<file path="src/rtl/boe_pkg.sv">
// Shared types for the branch offset encoder: FSM state and response flags.
package boe_pkg;

  typedef enum logic [1:0] {
    IDLE = 2'd0,
    SCAN = 2'd1,
    RESP = 2'd2
  } boe_state_t;

  // Response flags. At most one is set per response. All zero means a
  // lookup-only miss.
  typedef struct packed {
    logic hit;
    logic is_new;
    logic full;
  } boe_flags_t;

  localparam boe_flags_t BOE_FLAGS_NONE = '0;

endpackage

</file>
<file path="src/rtl/boe_table.sv">
// Offset table: DEPTH x D register array.
// It has one synchronous write port and one fetch-side combinational read port.
// It also has a second combinational read port, which the encoder's scan uses
// so the scan never steals the fetch port.
// A read of an entry in the same cycle as its write returns the old value.
module boe_table #(
  parameter int D = 8,
  parameter int A = 5
) (
  input  logic         clk_i,
  input  logic         rst_ni,
  input  logic         clr_i,
  input  logic         we_i,
  input  logic [A-1:0] waddr_i,
  input  logic [D-1:0] wdata_i,
  input  logic [A-1:0] raddr_i,
  output logic [D-1:0] rdata_o,
  input  logic [A-1:0] saddr_i,
  output logic [D-1:0] sdata_o
);

  localparam int DEPTH = 1 << A;

  logic [D-1:0] mem_q [DEPTH];

  // Storage: cleared by reset or clr_i, otherwise written one entry per edge.
  always_ff @(posedge clk_i or negedge rst_ni) begin
    if (!rst_ni) begin
      for (int i = 0; i < DEPTH; i++) mem_q[i] <= '0;
    end else if (clr_i) begin
      for (int i = 0; i < DEPTH; i++) mem_q[i] <= '0;
    end else if (we_i) begin
      mem_q[waddr_i] <= wdata_i;
    end
  end

  assign rdata_o = mem_q[raddr_i];
  assign sdata_o = mem_q[saddr_i];

endmodule

</file>
<file path="src/rtl/branch_offset_encoder.sv">
// Branch offset encoder: searches the offset table for a requested offset.
// On a miss with allocation enabled, it appends the offset.
// Optional feature macro: BOE_FLUSH_EN adds a flush input that clears the table
// and aborts any request in flight.
// Handshakes: a transfer happens on an edge where valid and ready are both high.
// req_ready is high only in IDLE. rsp_valid stays high with all rsp_* fields
// stable until the edge where rsp_ready is high.
// The decision (hit or miss) is made one edge before rsp_valid rises. The
// table write on an allocating miss happens on that decision edge.
module branch_offset_encoder
  import boe_pkg::*;
#(
  parameter int D = 8,
  parameter int A = 5
) (
  input  logic         Clk,
  input  logic         Reset_n,
  input  logic         req_valid,
  output logic         req_ready,
  input  logic [D-1:0] req_offset,
  input  logic         req_alloc,
  output logic         rsp_valid,
  input  logic         rsp_ready,
  output logic [A-1:0] rsp_addr,
  output logic         rsp_hit,
  output logic         rsp_new,
  output logic         rsp_full,
  input  logic [A-1:0] rd_addr,
  output logic [D-1:0] rd_target,
  output logic [A:0]   used_cnt,
`ifdef BOE_FLUSH_EN
  input  logic         flush,
`endif
  output boe_state_t   dbg_state_o
);

  localparam int         DEPTH   = 1 << A;
  localparam logic [A:0] DEPTH_W = (A+1)'(DEPTH);

  boe_state_t   state_q, state_d;
  logic [A:0]   idx_q, idx_d;
  logic [D-1:0] off_q, off_d;
  logic         alloc_q, alloc_d;
  logic [A:0]   used_q, used_d;
  logic         pend_q, pend_d;
  logic [A-1:0] pend_addr_q, pend_addr_d;
  boe_flags_t   pend_flags_q, pend_flags_d;
  logic         rsp_valid_q, rsp_valid_d;
  logic [A-1:0] rsp_addr_q, rsp_addr_d;
  boe_flags_t   rsp_flags_q, rsp_flags_d;

  logic         tbl_we;
  logic         tbl_clr;
  logic [D-1:0] scan_data;
  logic         flush_w;

`ifdef BOE_FLUSH_EN
  assign flush_w = flush;
`else
  assign flush_w = 1'b0;
`endif

  boe_table #(.D(D), .A(A)) u_table (
    .clk_i   (Clk),
    .rst_ni  (Reset_n),
    .clr_i   (tbl_clr),
    .we_i    (tbl_we),
    .waddr_i (used_q[A-1:0]),
    .wdata_i (off_q),
    .raddr_i (rd_addr),
    .rdata_o (rd_target),
    .saddr_i (idx_q[A-1:0]),
    .sdata_o (scan_data)
  );

  // Next-state logic. SCAN visits one entry per cycle. It holds the decision in
  // pend_* for one cycle, then moves it into the response registers.
  always_comb begin
    state_d      = state_q;
    idx_d        = idx_q;
    off_d        = off_q;
    alloc_d      = alloc_q;
    used_d       = used_q;
    pend_d       = pend_q;
    pend_addr_d  = pend_addr_q;
    pend_flags_d = pend_flags_q;
    rsp_valid_d  = rsp_valid_q;
    rsp_addr_d   = rsp_addr_q;
    rsp_flags_d  = rsp_flags_q;
    tbl_we       = 1'b0;
    tbl_clr      = 1'b0;

    unique case (state_q)
      IDLE: begin
        if (req_valid) begin
          off_d   = req_offset;
          alloc_d = req_alloc;
          idx_d   = '0;
          pend_d  = 1'b0;
          state_d = SCAN;
        end
      end
      SCAN: begin
        if (pend_q) begin
          rsp_valid_d = 1'b1;
          rsp_addr_d  = pend_addr_q;
          rsp_flags_d = pend_flags_q;
          pend_d      = 1'b0;
          state_d     = RESP;
        end else if (idx_q == used_q) begin
          // Every allocated entry has been checked without a match.
          pend_d       = 1'b1;
          pend_addr_d  = '0;
          pend_flags_d = BOE_FLAGS_NONE;
          if (alloc_q) begin
            if (used_q < DEPTH_W) begin
              tbl_we              = 1'b1;
              pend_addr_d         = used_q[A-1:0];
              pend_flags_d.is_new = 1'b1;
              used_d              = used_q + (A+1)'(1);
            end else begin
              pend_flags_d.full = 1'b1;
            end
          end
        end else if (scan_data == off_q) begin
          pend_d           = 1'b1;
          pend_addr_d      = idx_q[A-1:0];
          pend_flags_d     = BOE_FLAGS_NONE;
          pend_flags_d.hit = 1'b1;
        end else begin
          idx_d = idx_q + (A+1)'(1);
        end
      end
      RESP: begin
        if (rsp_ready) begin
          rsp_valid_d = 1'b0;
          rsp_addr_d  = '0;
          rsp_flags_d = BOE_FLAGS_NONE;
          state_d     = IDLE;
        end
      end
      default: state_d = IDLE;
    endcase

    // Flush beats every other event, including a request in the same cycle.
    if (flush_w) begin
      state_d     = IDLE;
      used_d      = '0;
      pend_d      = 1'b0;
      rsp_valid_d = 1'b0;
      rsp_addr_d  = '0;
      rsp_flags_d = BOE_FLAGS_NONE;
      tbl_we      = 1'b0;
      tbl_clr     = 1'b1;
    end
  end

  // State registers.
  always_ff @(posedge Clk or negedge Reset_n) begin
    if (!Reset_n) begin
      state_q      <= IDLE;
      idx_q        <= '0;
      off_q        <= '0;
      alloc_q      <= 1'b0;
      used_q       <= '0;
      pend_q       <= 1'b0;
      pend_addr_q  <= '0;
      pend_flags_q <= BOE_FLAGS_NONE;
      rsp_valid_q  <= 1'b0;
      rsp_addr_q   <= '0;
      rsp_flags_q  <= BOE_FLAGS_NONE;
    end else begin
      state_q      <= state_d;
      idx_q        <= idx_d;
      off_q        <= off_d;
      alloc_q      <= alloc_d;
      used_q       <= used_d;
      pend_q       <= pend_d;
      pend_addr_q  <= pend_addr_d;
      pend_flags_q <= pend_flags_d;
      rsp_valid_q  <= rsp_valid_d;
      rsp_addr_q   <= rsp_addr_d;
      rsp_flags_q  <= rsp_flags_d;
    end
  end

  assign req_ready   = (state_q == IDLE);
  assign rsp_valid   = rsp_valid_q;
  assign rsp_addr    = rsp_addr_q;
  assign rsp_hit     = rsp_flags_q.hit;
  assign rsp_new     = rsp_flags_q.is_new;
  assign rsp_full    = rsp_flags_q.full;
  assign used_cnt    = used_q;
  assign dbg_state_o = state_q;

endmodule

</file>
<file path="config.mk">
export PLATFORM = sky130hd
export DESIGN_NAME = branch_offset_encoder
export DESIGN_NICKNAME = d
export VERILOG_FILES = /design/src/rtl/boe_pkg.sv /design/src/rtl/boe_table.sv /design/src/rtl/branch_offset_encoder.sv
export SDC_FILE = /design/constraint.sdc
export NUM_CORES = 1
export LEC_CHECK = 0
export BUFFER_PORTS_ARGS = -buffer_cell sky130_fd_sc_hd__buf_2
export CAP_MARGIN = 10
export CORE_MARGIN = 10
export CORE_UTILIZATION = 40
export CTS_CLUSTER_SIZE = 30
export DETAILED_ROUTE_END_ITERATION = 10
export GPL_TIMING_DRIVEN = 0
export PLACE_DENSITY_LB_ADDON = 0.08
export SLEW_MARGIN = 25
export SYNTH_ARGS = -nofsm -noshare
export SYNTH_HDL_FRONTEND = slang
export SYNTH_SLANG_ARGS = --single-unit
</file>
<file path="constraint.sdc">
create_clock -name Clk -period 4 [get_ports Clk]
set_input_delay 0.4 -clock Clk [delete_from_list [all_inputs] [get_ports Clk]]
set_output_delay 0.4 -clock Clk [all_outputs]
set_load 0.01 [all_outputs]
</file>
### Word-level counts from Yosys, hierarchy flattened

Cells that the tools add are included.

| operators by class | value |
|---|---|
| add/subtract/negate cells | 2 |
| $lt $le $gt $ge | 5 |
| equality and inequality tests | 10 |
| multiplexer cells | 45 |
| bitwise gates (word level) | 4 |
| reductions and logical operators | 12 |

Operators with widths:

| kind | count |
|---|---|
| 256-bit bitwise mux | 1 |
| 8-bit binary-select mux with 5-bit select | 2 |
| 8-bit demux with 5-bit select | 1 |
| 8-bit 2-to-1 mux | 5 |
| 5-bit 2-to-1 mux | 6 |
| 6-bit 2-to-1 mux | 4 |
| 6-bit greater-or-equal comparator (second input constant) | 3 |
| 5-bit NOT with 6-bit output | 3 |
| 6-bit by 1-bit adder with 6-bit output (second input constant) | 2 |
| 1-bit 2-to-1 mux | 12 |
| 3-bit 2-to-1 mux | 4 |
| 2-bit != test (second input constant) | 6 |
| 6-bit case mux with 2 select lines | 1 |
| 5-bit case mux with 2 select lines | 1 |
| 5-bit AND reduction | 2 |
| 3-bit AND reduction | 3 |
| 8-bit == test | 1 |
| 2-bit 2-to-1 mux | 4 |
| 6-bit == test | 1 |
| 6-bit by 1-bit < comparator with 1-bit output (second input constant) | 1 |
| 6-bit < comparator (second input constant) | 1 |
| 2-bit case mux with 3 select lines | 1 |
| 3-bit case mux with 2 select lines | 1 |
| 2-bit nonzero test | 3 |
| 7 further kinds | 9 |

| storage, ports and cells | value |
|---|---|
| register bits after elaboration | 297 |
| input bits | 18 |
| logic and storage cells | 125 |

### Depth between registers and ports, before layout

Gate-level depths: netlist (run 1).

| logic depth | value |
|---|---|
| word-level depth | 9 |
| depth in mapped cells | 14 |

### Modules after synthesis

Synthesis (run 1) repeated with hierarchy kept, for this count alone.

| unflattened totals | value |
|---|---|
| cell total of the unflattened synthesis | 1628 |
| area total of the unflattened synthesis | 17031.3 um^2 |

Modules (own cells, without submodules):

| module | instances | cells an instance | area an instance (um^2) |
|---|---|---|---|
| boe_table | 1 | 1425 | 15030.7 |
| branch_offset_encoder | 1 | 203 | 2000.7 |

### Worst setup path before layout (run 1)

OpenSTA, ideal clock, no wires.

| timing | value |
|---|---|
| path type | reg2reg |
| start point | register idx_q[0] |
| end point | register u_table.mem_q[128] (netlist name) |
| library setup time | 125 ps |
| arrival time | 3015 ps |
| data required time | 3875 ps |
| setup slack | 860 ps |
| cell stages (with the launch flop) | 13 |
| path buffers | 6 |
| path through | dfrtp_1 buf_6 buf_12 buf_12 buf_6 buf_2 buf_4 xnor2_1 nand4_1 nor3b_2 nand2_2 nor2_2 mux2_2 |

| between the ends | value |
|---|---|
| longest elaborated chain between the ends | 4 |

Ends and longest elaborated chain:

| element | RTL line | text |
|---|---|---|
| start: declaration | branch_offset_encoder.sv:41 | `logic [A:0] idx_q, idx_d;` |
| start signal: assignment | branch_offset_encoder.sv:174 | `idx_q <= idx_d;` |
| 6-bit == test | branch_offset_encoder.sv:110 | `end else if (idx_q == used_q) begin` |
| 1-bit 2-to-1 mux | branch_offset_encoder.sv:110 |  |
| 1-bit 2-to-1 mux | branch_offset_encoder.sv:104 | `if (pend_q) begin` |
| 1-bit 2-to-1 mux | branch_offset_encoder.sv:93 | `unique case (state_q)` |
| end signal: indexed assignment | boe_table.sv:33 | `mem_q[waddr_i] <= wdata_i;` |
| end: declaration | boe_table.sv:24 | `logic [D-1:0] mem_q [DEPTH];` |

No other way between the ends.
A chain may end at the register's enable or synchronous reset.

### Final worst setup path (run 1)

| timing | value |
|---|---|
| start point | register idx_q[4] |
| end point | register pend_addr_q[2] |

| between the ends | value |
|---|---|
| longest elaborated chain between the ends | 7 |
| elaborated cells on any way between the ends | 9 |

Ends and longest elaborated chain:

| element | RTL line | text |
|---|---|---|
| 5-bit NOT with 6-bit output (implied by the code) | boe_table.sv:38 | `assign sdata_o = mem_q[saddr_i];` |
| 8-bit binary-select mux with 5-bit select | boe_table.sv:38 |  |
| 8-bit 2-to-1 mux (implied by the code) (2 in series) | boe_table.sv:38 |  |
| 8-bit == test | branch_offset_encoder.sv:125 | `end else if (scan_data == off_q) begin` |
| 2-bit nonzero test (no source line) | - |  |
| 3-bit AND reduction (no source line) | - |  |
| end signal: assignment | branch_offset_encoder.sv:179 | `pend_addr_q <= pend_addr_d;` |
| end: declaration | branch_offset_encoder.sv:46 | `logic [A-1:0] pend_addr_q, pend_addr_d;` |

Parallel ways exist; a longest one is shown, timed or not. The select of a mux whose other input is x is not followed.

==> results of run 1 <==
==> metrics by stage <==
| step | setup slack (ps) | util [%] | cells | TNS, ps | area [um^2] |
|---|---|---|---|---|---|
| detailed placement | -892 | 42.7 | 1667 | -210040 | 16900 |
| finish | 35.6 | 47.9 | 1772 | 0 | 19000 |
| global placement | -3430 | 42.4 | 1664 | -1215260 | 16800 |
| global route | -19.7 | 47.9 | 1772 | -21.0 | 19000 |
| CTS | 10.4 | 47.9 | 1771 | 0 | 19000 |
| floorplan | 860 | - | 1101 | 0 | 16000 |
==> final timing paths <==
kind / from / endpoint / slack, ps / cells after the start
max reg2reg: idx_q[4] / pend_addr_q[2] / 40 / 10
min reg2reg: pend_flags_q[2] / pend_flags_q[2] / 490 / 1
max: idx_q[4] / pend_addr_q[2] / 40 / 10
min in group asynchronous: Reset_n / rsp_valid / 420 / 2
max in group asynchronous: Reset_n / u_table.mem_q[202] / 2720 / 3
min: req_alloc / alloc_q / 110 / 2
==> per-layer routing <==
layer | vias to the layer above | global-route usage, % | routed length (um)
met5 | - | 0 | 0
met4 | 0 | 6.25 | 1360
met3 | 84 | 4.00 | 3050
met2 | 353 | 32.9 | 23900
met1 | 5716 | 30.9 | 23600
li1 | 4477 | - | -
==> placed cells by master, fill, tap and decap left out, drive strengths merged, types with 11 or more instances in the layout <==
master    n
a21oi    16
a22oi    12
buf     111
clkbuf  107
dfrtp   297
mux2    278
mux2i    39
mux4    127
nand2    47
nand3    15
nor2     47
o22ai    11
==> state kept, by name, indices dropped and copies added (netlist names), 2 cells and up <==
name,cells
pend_addr_q,5
idx_q,6
used_cnt,6
off_q,8
u_table.mem_q,256
dbg_state_o,2
rsp_addr,5
pend_flags_q,3
==> critical path, stage by stage, from the launching register on <==
cell and delay (ps):
dfrtp_1 460, clkbuf_1 680, clkbuf_2 460, nand2_1 170, a211oi_1 380, nor4b_1 140, nor4_1 370, xor2_1 290
o2111a_2 330, a31oi_2 180, a221o_1 390
==> power breakdown <==
part           switching, W  internal [W]
Combinational       0.00209       0.00131
Sequential         0.000356       0.00331
Clock               0.00130       0.00192
Total               0.00375       0.00653
==> Yosys cell counts, drive strengths merged, types with 2 or more instances <==
| cell type | count | area, um^2 |
|---|---|---|
| o21ai | 7 | 35.0 |
| mux2i | 39 | 390 |
| buf | 29 | 191 |
| mux4 | 127 | 2890 |
| mux2 | 278 | 3130 |
| a221o | 7 | 70.1 |
| nand4 | 2 | 12.5 |
| nand2b | 7 | 43.8 |
| inv | 4 | 15.0 |
| ha | 5 | 62.6 |
| or3 | 4 | 25.0 |
| o21bai | 2 | 15.0 |
| nor3 | 10 | 61.3 |
| clkbuf | 54 | 203 |
| dfrtp | 297 | 7430 |
| o311ai | 3 | 26.3 |
| a211oi | 5 | 42.5 |
| a32oi | 2 | 17.5 |
| o22ai | 11 | 68.8 |
| o31ai | 2 | 15.0 |
| xnor2 | 8 | 70.1 |
| nand3b | 3 | 22.5 |
| nand2 | 47 | 186 |
| nor4 | 4 | 25.0 |
| a22oi | 12 | 90.1 |
| xor2 | 7 | 61.3 |
| and3 | 3 | 18.8 |
| nor2 | 47 | 256 |
| a21oi | 16 | 80.1 |
| a21o | 3 | 22.5 |
| or3b | 2 | 17.5 |
| a31oi | 4 | 31.3 |
| and2 | 8 | 50.1 |
| nor3b | 2 | 20.0 |
| nand3 | 15 | 75.1 |
| o2111ai | 2 | 23.8 |
| nor2b | 10 | 62.6 |
==> final cells by class <==
| class | count | area [um^2] | area share (%) |
|---|---|---|---|
| Tap cell | 525 | 657 | 3.46 |
| Sequential cell | 297 | 7430 | 39.1 |
| Buffer | 83 | 415 | 2.19 |
| Timing Repair Buffer | 84 | 1010 | 5.31 |
| Clock buffer | 52 | 1030 | 5.43 |
| Inverter | 4 | 15.0 | 0.0790 |
| Multi-Input combinational cell | 717 | 8340 | 43.9 |
| Clock inverter | 10 | 100 | 0.527 |
==> what timing repair did <==
action	CTS	global route
endpoints found under the setup margin	274	16
gates resized for setup	43	7
pin swaps	32	1
hold buffers	1	0
hold endpoints to repair	73	0
buffers inserted	41	1
==> logic make-up (layout without fill, tap and decap cells) <==
kind of cell / Yosys count / count (layout) / synth area share [%]
AO/OA/AOI/OAI: 86 / 86 / 3.93
XOR/XNOR: 15 / 15 / 0.822
adder cells (fa/ha/maj): 5 / 5 / 0.392
buffers and inverters: 87 / 233 / 2.56
flip-flops: 297 / 297 / 46.5
multiplexers: 444 / 444 / 40.1
AND/OR/NAND/NOR: 167 / 167 / 5.65
==> flow_summary.ini, run 1 <==
[cts]
cts.sinks = 297
cts.path.max_buffers = 3
numCtsBuffers = 36
clk_latency_ps = 530
clockRootBuffer = clkbuf_16
clk_pin_slew_ps = 60
cts_tree = done
htree_levels = 2

[synth]
synth_cell_types = 62
synthesis.nets = 1124
synth-seq-area-share_pct = 46.5
synth_seq_cells = 297
netlist_instances = 1101
ys_warn_count = 0
synth_edf_count = 0
syn_area_per_cell_um2 = 14.5
ys.flop_type = dfrtp_1
ys_async_sr_fraction_pct = 100
synth_area_um2 = 16000

[die]
rows = 73
num_io_pins = 44
start_util_pct = 40.3
die_area_um2 = 48300
coreArea_um2 = 39600
die_x_um = 220
dieHeight_um = 220

[sta]
fin_crit_sh_pct = 99.1
slew_viol_final = 0
tightest_slew_ps = 1060
fmax_mhz = 252
period_needed_ps = 3960
hold_violations = 0
hold_ws_ps = 106
setup_viol = 0
max-slew-margin-rel_pct = 29.4
clock_skew_ps = 12.2

[routing]
wl_um = 51900
dr.pass1.iters = 5
wl_per_cell_um = 29.3
vias_per_cell = 6.00
drc = 0
first_iter_violations = 821
detail-route-antenna-nets = 0
vias = 10600

[job]
drv_cap = 0

[power_and_ir_drop]
powerDensity_nw_per_um2 = 541
p_total_w = 0.0103
cellLeakagePower_nw = 8.49
peakVddDrop_v = 0.000260

[placed_design]
gp_congestion = 0.859
hpwl_um = 36400
io_buffer_count = 38

[critical_path]
worst-setup-path-type = flop to flop
crit_path_end_kind = flop
start_kind = flop
arrival_ps = 4370
crit_required_ps = 4410
crit_fanout = 10

[global_route]
grt_pass1_wl_um = 75900
overflow = 0
grt_max_degree = 85
grt_pass1_vias = 10700
grtUsageTotal_pct = 21.6
grt_antenna_before_repair = 0

[final_layout]
n_antenna_cell = 0
fill_cells = 3482
final_layout_size_suffix_gt1_share_pct = 48.7
nNetsFinal = 1246
area_delta_synth_final_pct = 18.9

[run_status]
status = completed

[min_path]
hold_class = input port to flop
Power figures use the tool's default switching activity.
==> inputs of run 2 (changes only) <==
Settings changed: RECOVER_POWER from default to 50.
==> run 2 against run 1 <==
The flow now finishes with violations (max-capacitance violations, max-slew violations). Cell count is the same. Clock skew is essentially flat. Sequential power is essentially flat. Critical path type unchanged. Critical endpoint unchanged.
==> flow_summary.ini, run 2 (same netlist as run 1, synthesis figures left out) <==
[run_status]
status = finished with violations
failed_checks = max-capacitance violations, max-slew violations

[final_layout]
postLayoutCellArea_um2 = 18900
top_regs = u_table.mem_q: 256 flops, off_q: 8 flops
area_delta_synth_final_pct = 18.5
final_layout_size_suffix_gt1_share_pct = 47.8
mostFrequentLayoutCells = 296 x dfrtp_1, 278 x mux2_2, 119 x mux4_2
regMostFlops = u_table.mem_q
n_antenna_cell = 0
nNetsFinal = 1246
final_util_pct = 47.8
mostFrequentLayoutCell = dfrtp_1
largest_register_ffs = 256

[global_route]
grtUsageTotal_pct = 21.6
grt_pass1_vias = 10700
grt_pass1_wl_um = 75900
grt_antenna_before_repair = 0
grt_max_degree = 85
overflow = 0

[die]
die_x_um = 220
coreArea_um2 = 39600
start_util_pct = 40.3
dieHeight_um = 220
num_io_pins = 44
rows = 73
die_area_um2 = 48300

[sta]
hold_violations = 0
slew_viol_final = 76
tightest_slew_ps = 2020
fmax_mhz = 251
clock_skew_ps = 12.2
fin_crit_sh_pct = 99.5
period_needed_ps = 3980
setup_viol = 0
max-slew-margin-rel_pct = -34.8

[min_path]
hold_class = input port to flop

[power_and_ir_drop]
p_switching_w = 0.00374
peakVddDrop_v = 0.000259
powerDensity_nw_per_um2 = 542
p_clk_share_pct = 31.4
cellLeakagePower_nw = 8.43
seq_power_share_pct = 35.8
swShare_pct = 36.5
internal_power_w = 0.00651
p_comb_share_pct = 32.9

[routing]
detail-route-antenna-nets = 0
wl_um = 51900
first_iter_violations = 781
vias_per_cell = 6.00
dr.pass1.iters = 5
drc = 0
vias = 10600
wl_per_cell_um = 29.3

[placed_design]
gp_congestion = 0.859
hpwl_um = 36400
io_buffer_count = 38
placed_cell_area_um2 = 16900

[cts]
htree_levels = 2
cts.path.max_buffers = 3
clockRootBuffer = clkbuf_16
cts_tree = done
cts.sinks = 297
clk_latency_ps = 530
clk_pin_slew_ps = 60
numCtsBuffers = 36

[critical_path]
start_kind = flop
arrival_ps = 4390
crit_path_end_kind = flop
worst-setup-path-type = flop to flop
crit_required_ps = 4410
crit_fanout = 10

[job]
drv_cap = 1
-- run 2: path summary, 6_finish.rpt --
path | startpoint | endpoint | slack (ps) | cells after the start
max | idx_q[4] | pend_addr_q[2] | 20 | 10
min | req_offset[0] | off_q[0] | 100 | 2
max reg2reg | idx_q[4] | pend_addr_q[2] | 20 | 10
min reg2reg | pend_flags_q[2] | pend_flags_q[2] | 490 | 1
max in group asynchronous | Reset_n | u_table.mem_q[50] | 840 | 3
min in group asynchronous | Reset_n | rsp_valid | 930 | 2
-- run 2: critical path, cell delays in order, from the launching register on --
cell	delay, ps
dfrtp_1	450
clkbuf_1	660
clkbuf_2	460
nand2_1	170
a211oi_1	410
nor4b_1	140
nor4_1	370
xor2_1	280
o2111a_2	330
a31oi_2	180
a221o_1	390
-- run 2: stage by stage --
step	hold slack [ps]	cells	total power, W	setup slack (ps)	TNS, ps
3_3_place_gp	470	1664	0.00692	-3430	-1215260
4_1_cts	88.7	1771	0.0103	10.4	0
6_report	105	1772	0.0103	21.7	0
2_1_floorplan	104	1101	0.00574	860	0
5_1_grt	106	1772	0.0107	-19.7	-21.0
3_5_place_dp	417	1667	0.00696	-892	-210040
-- run 2: cell type report --
| cell class | count | area (um^2) |
|---|---|---|
| buffer | 83 | 415 |
| tap | 525 | 657 |
| clock buffer | 52 | 1030 |
| multi-input combinational | 717 | 8340 |
| clock inverter | 10 | 100 |
| timing repair buffer | 84 | 945 |
| fill | 3493 | 20700 |
| sequential | 297 | 7430 |
| inverter | 4 | 15.0 |
-- run 2: metal layers --
metal  wire [um]  GRT usage, %
met5           0             0
met4        1350          6.25
met3        3090          4.00
met2       24000          32.9
met1       23400          30.9
-- run 2: repair_timing --
action                                  CTS  global route
pin swaps                                32             1
endpoints found under the setup margin  274            16
resized for setup                        43             7
setup buffers                            41             1
hold buffers                              1             0
hold endpoints to repair                 73             0
-- run 2: power groups by stage --
stage	sequential [W]	combinational, W	clock, W
after global routing	0.00371	0.00360	0.00340
final	0.00367	0.00337	0.00322
after detailed placement	0.00370	0.00326	0
after floorplan	0.00359	0.00215	0
after CTS	0.00366	0.00335	0.00329
after global placement	0.00370	0.00322	0
==> inputs of run 3 (changes only) <==
Settings changed: CORE_MARGIN 10 to default.
==> run 3 against run 2 <==
Critical path depth is 1 lower. Sequential share of layout area barely moved. The run still ends with max-capacitance violations, max-slew violations left. Worst setup slack improved by 77 ps. Worst hold slack got worse by 8.4 ps. Design area fell by 0.13%. Clock power about the same. Total power hardly changed. Sequential cell count stayed put. Utilization rose by 0.71 points. Global-route usage is 4.6 points higher. First-iteration DRC count is 6.0% higher.
==> flow_summary.ini, run 3 (same netlist as run 1, synthesis figures left out) <==
[sta]
tightest_slew_ps = 1970
max-slew-margin-rel_pct = -31.5
hold_ws_ps = 96.1
fin_crit_sh_pct = 97.5
slew_viol_final = 74
rsz0062_at_grt = no
period_needed_ps = 3900
fin_setup_tns_ps = 0
clock_skew_ps = 20.8
fmax_mhz = 256
setup_viol = 0
hold_violations = 0

[global_route]
grt_max_degree = 87
grt_pass1_wl_um = 77400
grtUsageTotal_pct = 26.2
grt_pass1_vias = 11000
overflow = 0
grt_antenna_before_repair = 2

[final_layout]
n_antenna_cell = 0
area_delta_synth_final_pct = 18.4
final_layout_size_suffix_gt1_share_pct = 47.2
regMostFlops = u_table.mem_q
mostFrequentLayoutCells = 296 x dfrtp_1, 278 x mux2_2, 119 x mux4_2
largest_register_ffs = 256
nNetsFinal = 1246
postLayoutCellArea_um2 = 18900
top_regs = u_table.mem_q: 256 flops, off_q: 8 flops
mostFrequentLayoutCell = dfrtp_1

[power_and_ir_drop]
cellLeakagePower_nw = 8.41
peakVddDrop_v = 0.000209
powerDensity_nw_per_um2 = 542

[critical_path]
worst-setup-path-type = flop to flop
crit_fanout = 10
worstSetupEndpoint = pend_addr_q[3]
reg2reg_depth = 9
crit_required_ps = 4410
start_kind = flop
rr_startpoint = idx_q[1]
crit_path_end_kind = flop
arrival_ps = 4310
worstReg2RegEnd = pend_addr_q[3]
startpoint = idx_q[1]
rrSetupSlack_ps = 100

[routing]
vias = 10700
vias_per_cell = 6.05
dr.pass1.iters = 5
drc = 0
wl_per_cell_um = 29.1
wl_met3_um = 3030
wl_um = 51400
topRoutingLayerUsed = met5
m1WireLength_um = 23300
first_iter_violations = 828
detail-route-antenna-nets = 0
wl_met2_um = 23500

[placed_design]
gp_congestion = 0.839
hpwl_um = 36500
placed_cell_area_um2 = 16900
io_buffer_count = 38

[job]
drv_cap = 1

[cts]
clockRootBuffer = clkbuf_16
numCtsBuffers = 36
htree_levels = 2
clk_latency_ps = 550
cts_tree = done
clk_pin_slew_ps = 60
cts.sinks = 297
cts.path.max_buffers = 3

[die]
start_util_pct = 41.0
die_x_um = 202
coreArea_um2 = 39000
dieHeight_um = 202
rows = 72
num_io_pins = 44
die_area_um2 = 40700

[min_path]
hold_class = input port to flop

[run_status]
status = finished with violations
failed_checks = max-capacitance violations, max-slew violations
==> run 3: cell count changes in the layout (fill, tap and decap cells not counted), sizes merged <==
cell,previous run,this run
clkinv,8,4
buf,97,91
clkbuf,121,133
bufinv,2,0
==> run 3: power by group <==
part / total, W / internal, W / switching, W
clock: 0.00319 / 0.00190 / 0.00129
combinational: 0.00339 / 0.00131 / 0.00208
sequential: 0.00367 / 0.00331 / 0.000360
total: 0.0102 / 0.00651 / 0.00373
==> run 3: worst min-delay path by stage <==
stage	start	to	slack, ps	depth (start not counted)
finish	req_offset[3]	off_q[3]	100	2
global route	req_offset[3]	off_q[3]	80	2
CTS	req_offset[1]	off_q[1]	70	2
detailed placement	Reset_n	rsp_addr[3]	370	1
global placement	pend_flags_q[2]	pend_flags_q[2]	470	1
floorplan	Reset_n	alloc_q	100	0
==> run 3: metrics by stage <==
stage	setup slack, ps	power, W	std cells	utilization, %
final	99.1	0.0102	1765	48.5
after global routing	5.60	0.0107	1765	48.5
after CTS	9.74	0.0102	1763	48.5
after detailed placement	-881	0.00693	1660	43.4
after global placement	-3450	0.00690	1657	43.1
after floorplan	860	0.00574	1101	-
==> run 3: layout make-up <==
class                           count  area (um^2)
Multi-Input combinational cell    717         8330
Inverter                            4         15.0
Timing Repair Buffer               84          926
Sequential cell                   297         7430
Fill cell                        3367        20100
Clock buffer                       58         1110
Tap cell                          518          648
Clock inverter                      4         20.0
Buffer                             83          424
==> run 3: metal layers <==
metal  vias to the layer above  GRT usage (%)
li1                       4476              -
met1                      5717           37.9
met2                       387           40.1
met4                         4           8.71
met5                         -              0
met3                        94           4.58
==> run 3: worst max-delay path: stages (launching register included) <==
cell      delay (ps)
dfrtp_2          490
buf_1            380
nor2_1           760
a22o_1           250
o32ai_1          100
or4_1            520
a211oi_2         340
o2111a_2         340
a31oi_2          190
a221o_1          400
==> run 3: what timing repair did <==
| item | in CTS | in global routing |
|---|---|---|
| gates resized for setup | 40 | 12 |
| pin swaps | 31 | 0 |
| endpoints found under the setup margin | 274 | 200 |
| hold buffers | 1 | 0 |
| endpoints found under the hold margin | 63 | 0 |
| setup buffers | 40 | 2 |
